==> src/rtl/key_sync_debounce.sv <==
// Multi-channel key conditioner: per-channel synchroniser chain, debounce
// counter and edge detector, driving one LED per channel as a level follower
// or as a press-toggle, plus one-cycle press/release strobes.
module key_sync_debounce #(
    parameter int unsigned N_KEYS          = 4,
    parameter int unsigned SYNC_STAGES     = 2,
    parameter int unsigned DEBOUNCE_CYCLES = 4,
    parameter int unsigned MODE            = 1,
    parameter int unsigned ACTIVE_LOW      = 0
) (
    input  logic              clk,
    input  logic              reset,
    input  logic [N_KEYS-1:0] key,
    output logic [N_KEYS-1:0] led,
    output logic [N_KEYS-1:0] key_level,
    output logic [N_KEYS-1:0] press_pulse,
    output logic [N_KEYS-1:0] release_pulse
);

    localparam int unsigned CNT_W = $clog2(DEBOUNCE_CYCLES + 1);
    localparam logic [CNT_W-1:0] CNT_LAST = CNT_W'(DEBOUNCE_CYCLES - 1);
    localparam logic INV = (ACTIVE_LOW != 0);

    logic [N_KEYS-1:0] pressed_raw;
    logic [N_KEYS-1:0] sync_q [SYNC_STAGES];
    logic [N_KEYS-1:0] synced;
    logic [CNT_W-1:0]  cnt_q  [N_KEYS];
    logic [CNT_W-1:0]  cnt_d  [N_KEYS];
    logic [N_KEYS-1:0] level_d;
    logic [N_KEYS-1:0] press_d;
    logic [N_KEYS-1:0] release_d;
    logic [N_KEYS-1:0] led_d;

    // Polarity fix-up happens before the synchroniser so the chain always carries "pressed".
    assign pressed_raw = key ^ {N_KEYS{INV}};
    assign synced      = sync_q[SYNC_STAGES-1];

    // Synchroniser shift chains, one bit per channel in each stage.
    always_ff @(posedge clk) begin
        if (reset) begin
            for (int s = 0; s < SYNC_STAGES; s++) begin
                sync_q[s] <= '0;
            end
        end else begin
            sync_q[0] <= pressed_raw;
            for (int s = 1; s < SYNC_STAGES; s++) begin
                sync_q[s] <= sync_q[s-1];
            end
        end
    end

    // Debounce decision, strobes and LED next state for every channel.
    always_comb begin
        level_d   = key_level;
        press_d   = '0;
        release_d = '0;
        led_d     = led;
        for (int i = 0; i < N_KEYS; i++) begin
            cnt_d[i] = '0;
            if (synced[i] != key_level[i]) begin
                // Counter holds the number of mismatching edges already seen, so it
                // never reaches DEBOUNCE_CYCLES and cannot wrap.
                if (cnt_q[i] == CNT_LAST) begin
                    level_d[i]   = synced[i];
                    press_d[i]   = synced[i];
                    release_d[i] = ~synced[i];
                end else begin
                    cnt_d[i] = cnt_q[i] + CNT_W'(1);
                end
            end
            if (MODE == 0) begin
                led_d[i] = level_d[i];
            end else if (press_d[i]) begin
                led_d[i] = ~led[i];
            end
        end
    end

    // Debounce state and registered outputs; reset wins over any acceptance.
    always_ff @(posedge clk) begin
        if (reset) begin
            for (int i = 0; i < N_KEYS; i++) begin
                cnt_q[i] <= '0;
            end
            key_level     <= '0;
            press_pulse   <= '0;
            release_pulse <= '0;
            led           <= '0;
        end else begin
            for (int i = 0; i < N_KEYS; i++) begin
                cnt_q[i] <= cnt_d[i];
            end
            key_level     <= level_d;
            press_pulse   <= press_d;
            release_pulse <= release_d;
            led           <= led_d;
        end
    end

endmodule

==> config.mk <==
export PLATFORM = sky130hd
export DESIGN_NAME = key_sync_debounce
export DESIGN_NICKNAME = d
export VERILOG_FILES = /design/src/rtl/key_sync_debounce.sv
export SDC_FILE = /design/constraint.sdc
export NUM_CORES = 1
export LEC_CHECK = 0
export ABC_AREA = 1
export CAP_MARGIN = 25
export CORE_MARGIN = 1.5
export CORE_UTILIZATION = 53
export CTS_BUF_LIST = sky130_fd_sc_hd__clkbuf_8
export CTS_CLUSTER_DIAMETER = 150
export DETAILED_ROUTE_END_ITERATION = 10
export GPL_ROUTABILITY_DRIVEN = 0
export PLACE_DENSITY = 0.83
export RECOVER_POWER = 50
export SLEW_MARGIN = 40
export SYNTH_ARGS = -nofsm -noshare
export SYNTH_HDL_FRONTEND = slang
export SYNTH_SLANG_ARGS = --single-unit
==> constraint.sdc <==
create_clock -name clk -period 1.2 [get_ports clk]
set_input_delay 0.12 -clock clk [delete_from_list [all_inputs] [get_ports clk]]
set_output_delay 0.12 -clock clk [all_outputs]
set_load 0.02 [all_outputs]
; ---- Word level (Yosys, flattened, before mapping)
; Memories as Yosys holds them, arrays and structs flattened.
; Index checks and enable logic that the tools add are counted.
; Widths: inputs -> output; s select.
[totals]
out_inout_bits = 16
ramBits = 20
ff_bits = 16
mem_count = 2
[mem_list]
columns = memory, depth, width, rd, rd_ports_with_merged_regs, wr, line_no
row1 = cnt_q, 4, 3, 4, 0, 4, 27  ; logic [CNT_W-1:0] cnt_q [N_KEYS];
row2 = sync_q, 2, 4, 2, 0, 2, 25  ; logic [N_KEYS-1:0] sync_q [SYNC_STAGES];
[classes]
n_mux = 25
add_sub_neg = 4
reduce_logical = 8
n_bitwise = 22
eq_ne = 8
[op_table]
columns = op, n
row1 = $mux 3, 12
row2 = $not 1->1, 16
row3 = $add 3x1->3 const B, 4
row4 = $eq 3x2->1 const B, 4
row5 = $reduce_or 3->1, 4
row6 = $mux 1, 11
row7 = $mux 4, 2
row8 = $reduce_and 2->1, 4
row9 = $or 1x1->1, 6
row10 = $ne 1x1->1, 4

; ---- Depth between registers and ports, before layout
[depth]
word_depth = 4
mapped_depth = 6
mapped_depth_nobuf = 6

; ---- Worst setup path before layout
; No wires, ideal clock.
[synth_timing]
kind = register to register
startpoint = mem cnt_q[0][0] (netlist name)
endpoint = reg led[0]
arrival_time_ns = 0.937
setup_slack_ns = 0.153
stages_incl_launch_ff = 7
synth_period_minus_slack_ns = 1.047
required_time_ns = 1.090
path_cell_list = dfxtp_1 ha_1 ha_1 nand3_1 nand2_1 inv_1 nor2_1
[synth_rtl]
columns = element, line_no
row1 = start: declaration, 27
row2 = end signal: assignment, 96  ; led <= led_d;
row3 = end: declaration, 14  ; output logic [N_KEYS-1:0] led,

; ---- Worst setup path in the final report
[layout_timing]
startpoint = reg key_level[3]
endpoint = out key_level[3]
[layout_rtl]
columns = element, line_no
row1 = start: declaration, 15  ; output logic [N_KEYS-1:0] key_level,
row2 = start signal: assignment, 93  ; key_level <= level_d;
; No word-level cell between the ends.

==> flow_summary_export.csv <==
group,metric,value,unit
run_status,status,"finished clean",
setup_path,critPathMaxStageDelay,0.38,ns
logic_synthesis,synth_seq_cells,36,
power_and_ir_drop,leakagePower,0.780,nW
cts,postCtsHoldBufs,0,
hold_path,min_path_type,"in -> reg",
route,wl_per_cell,10.8,µm
floorplan,coreArea,0.00225,mm²
route,vias,1001,
setup_path,slowest_stage,"dfxtp_1",
global_route,grt_pass1_wl,3.91,mm
setup_path,critPathMaxFanout,4,
placed_design,place_hpwl,1.57,mm
sta,finalMaxSlewViolations,0,
cells_and_area,fin_nets,197,
logic_synthesis,synthXorXnorAreaFrac,0,%
logic_synthesis,ys_top_cells_by_count,"dfxtp_1 (36), inv_1 (33), nor2_1 (32)",
cts,cts_tree,"done",
logic_synthesis,postSynthCellCount,156,
logic_synthesis,async_flop_share,0,%
placed_design,numPortBuffers,21,
cells_and_area,antenna_cells,0,
setup_path,setup.worst_path.end_class,"primary output",
logic_synthesis,synth_nets,170,
power_and_ir_drop,power_density,1280,mW/mm²
power_and_ir_drop,p_comb_share,3.6,%
cells_and_area,final_util,74.0,%
cts,cts_buffers,5,
sta,max_freq,879,MHz
logic_synthesis,synthesis.area,0.00130,mm²
route,final_antenna_net_count,0,
global_route,grt_pass1_vias,942,
setup_path,cp-start-kind,"flip-flop",
floorplan,num_rows,17,
power_and_ir_drop,power.internal,1.70,mW
power_and_ir_drop,seqPwrFrac,57.2,%
cells_and_area,areaGrowthSynthToFinish,28.2,%
logic_synthesis,synth_area_per_cell,8.34,µm²
power_and_ir_drop,irDropWorstVdd,0.00102,V
floorplan,die_w,52.6,µm
route,dr.pass1.iters,4,
cts,clock_latency,0.28,ns
logic_synthesis,synth_warnings,0,
logic_synthesis,synth_simple_gate_area_share,23.8,%
global_route,grt_start_max_net_pins,23,
cts,cts_num_sinks,36,
sta,finalHoldViolations,0,
sta,setup_violations,0,
logic_synthesis,muxShareOfSynthArea,0,%
logic_synthesis,synth_edf_count,0,
logic_synthesis,netlist.area_leader.share,55.4,%
setup_path,crit_arrival,1.02,ns
cts,cts_buffer_depth,2,
cts,htreeDepth,2,
power_and_ir_drop,p_sw,439,µW
global_route,antenna_found_initial,0,
logic_synthesis,synth.most_common_cell,"dfxtp_1",
sta,finalClockSkew,0.00225,ns
sta,worst_slew_pin_slew,0.300,ns
logic_synthesis,synth_cell_types,13,
setup_path,path_buf_inv,1,
setup_path,crit_required,1.08,ns
setup_path,worstPathCellList,"dlygate4sd2_1",
route,vias_per_cell,4.72,
logic_synthesis,yosysSeqAreaShare,55.4,%
cells_and_area,fillers,190,
cells_and_area,drive_gt1_share,10.3,%
logic_synthesis,synth_top_family_by_area,"simple AND/OR/NAND/NOR gates",
route,drc,0,
floorplan,ios,22,
logic_synthesis,ys.flop_type,"dfxtp_1",
floorplan,dieArea,0.00276,mm²
setup_path,setup.worst_path.class,"reg -> out",
global_route,track_usage,20.6,%
logic_synthesis,synth-compound-area-share,1.83,%
global_route,grt_overflow,0,
power_and_ir_drop,clock_power_share,39.3,%
logic_synthesis,synth_area_leaders,"dfxtp_1 (55%), inv_1 (9.5%), nor2_1 (9.2%), ha_1 (7.7%), nand2_1 (6.3%)",
floorplan,die_height,52.6,µm
sta,rsz0062_at_grt,"no",
route,wl,2.29,mm
floorplan,start_util,57.7,%
sta,whs,0.350,ns
logic_synthesis,synthAdderAreaFrac,7.69,%
sta,finalCriticalPeriod,1.14,ns
route,drt_iter0_markers,17,
cts,cts.clk_slew.worst_paths,0.07,ns
sta,maxSlewHeadroom,80.0,%
flow_run,max_cap_violations,0,
power_and_ir_drop,sw_frac_of_total,20.6,%
cts,root_buffer,"clkbuf_8",
logic_synthesis,synth_top_area_cell,"dfxtp_1",
setup_path,path_delay_family,"flip-flops",
sta,min_period_over_period,94.8,%
## timing repair
action / 4_1_cts / 5_1_grt
setup buffers: 0 / 0
hold endpoints to repair: 0 / 0
endpoints found under the setup margin: 16 / 19
resized for setup: 16 / 13
pin swaps: 0 / 2
## cell families after synthesis
family / count (synthesis)
buffers and inverters: 35
DFF: 36
AOI/OAI and AO/OA: 4
adders and majority gates: 8
and+or+nand+nor: 73
## per-stage QoR
stage	total power [mW]	worst slack [ns]	instance area [µm²]	TNS, ns	instances
2_1_floorplan	1.29	0.153	1300	0	156
3_3_place_gp	1.32	0.0531	1540	0	204
3_5_place_dp	1.32	-0.00238	1540	-0.00321	204
4_1_cts	2.16	0.0327	1610	0	212
5_1_grt	2.22	0.00888	1670	0	212
6_report	2.14	0.0629	1670	0	212
## state kept, by name, indices dropped and copies added (netlist names)
register / cells
key_level: 4
led: 4
press_pulse: 4
release_pulse: 4
sync_q: 8
cnt_q: 12
## cell type report
cell class | instances | area [µm²] | area share, %
clock buffers | 6 | 82.6 | 4.95
multi-input cells | 85 | 487 | 29.2
inverters | 33 | 124 | 7.43
repair buffers | 22 | 211 | 12.7
clock inverters | 2 | 7.51 | 0.450
well taps | 28 | 35.0 | 2.10
flip-flops and latches | 36 | 721 | 43.2
## worst min-delay path: stages
cell and delay (ns):
clkdlybuf4s50_1 0.39, inv_1 0.05, nor2_1 0.03
## power groups by stage
stage                     clock network, mW  registers [mW]  logic (mW)
after floorplan                           0            1.25      0.0469
after global placement                    0            1.25      0.0717
after detailed placement                  0            1.25      0.0748
after CTS                             0.866            1.22      0.0748
after global routing                  0.913            1.22      0.0872
final                                 0.839            1.22      0.0762
## layer usage
layer	share of wire (%)	GRT usage, %	vias up
li1	-	-	524
met1	43	21.9	443
met2	49	33.5	30
met3	6.6	9.43	4
met4	1.4	11.5	0
met5	0	0	-
## final timing paths
path	slack (ns)	from	end	depth (start not counted)
setup reg to reg	0.08	cnt_q[3][0]	led[3]	6
hold / removal	0.35	key[0]	sync_q[0][0]	3
hold reg to reg	0.40	sync_q[0][2]	sync_q[0][6]	2
setup / recovery	0.06	key_level[3]	key_level[3]	1
## placed cells by master (no fill, tap or decap), drive strengths merged
cell type and count:
buf 1, nand3 10, dlygate4sd3 1, nor2 33, dlygate4sd2 15, clkdlybuf4s15 1
nor3 3, o21ai 4, clkbuf 6, clkdlybuf4s50 4, ha 8, nand2 23
inv 35, nand4 4, dfxtp 36
Power figures use the tool's default switching activity.
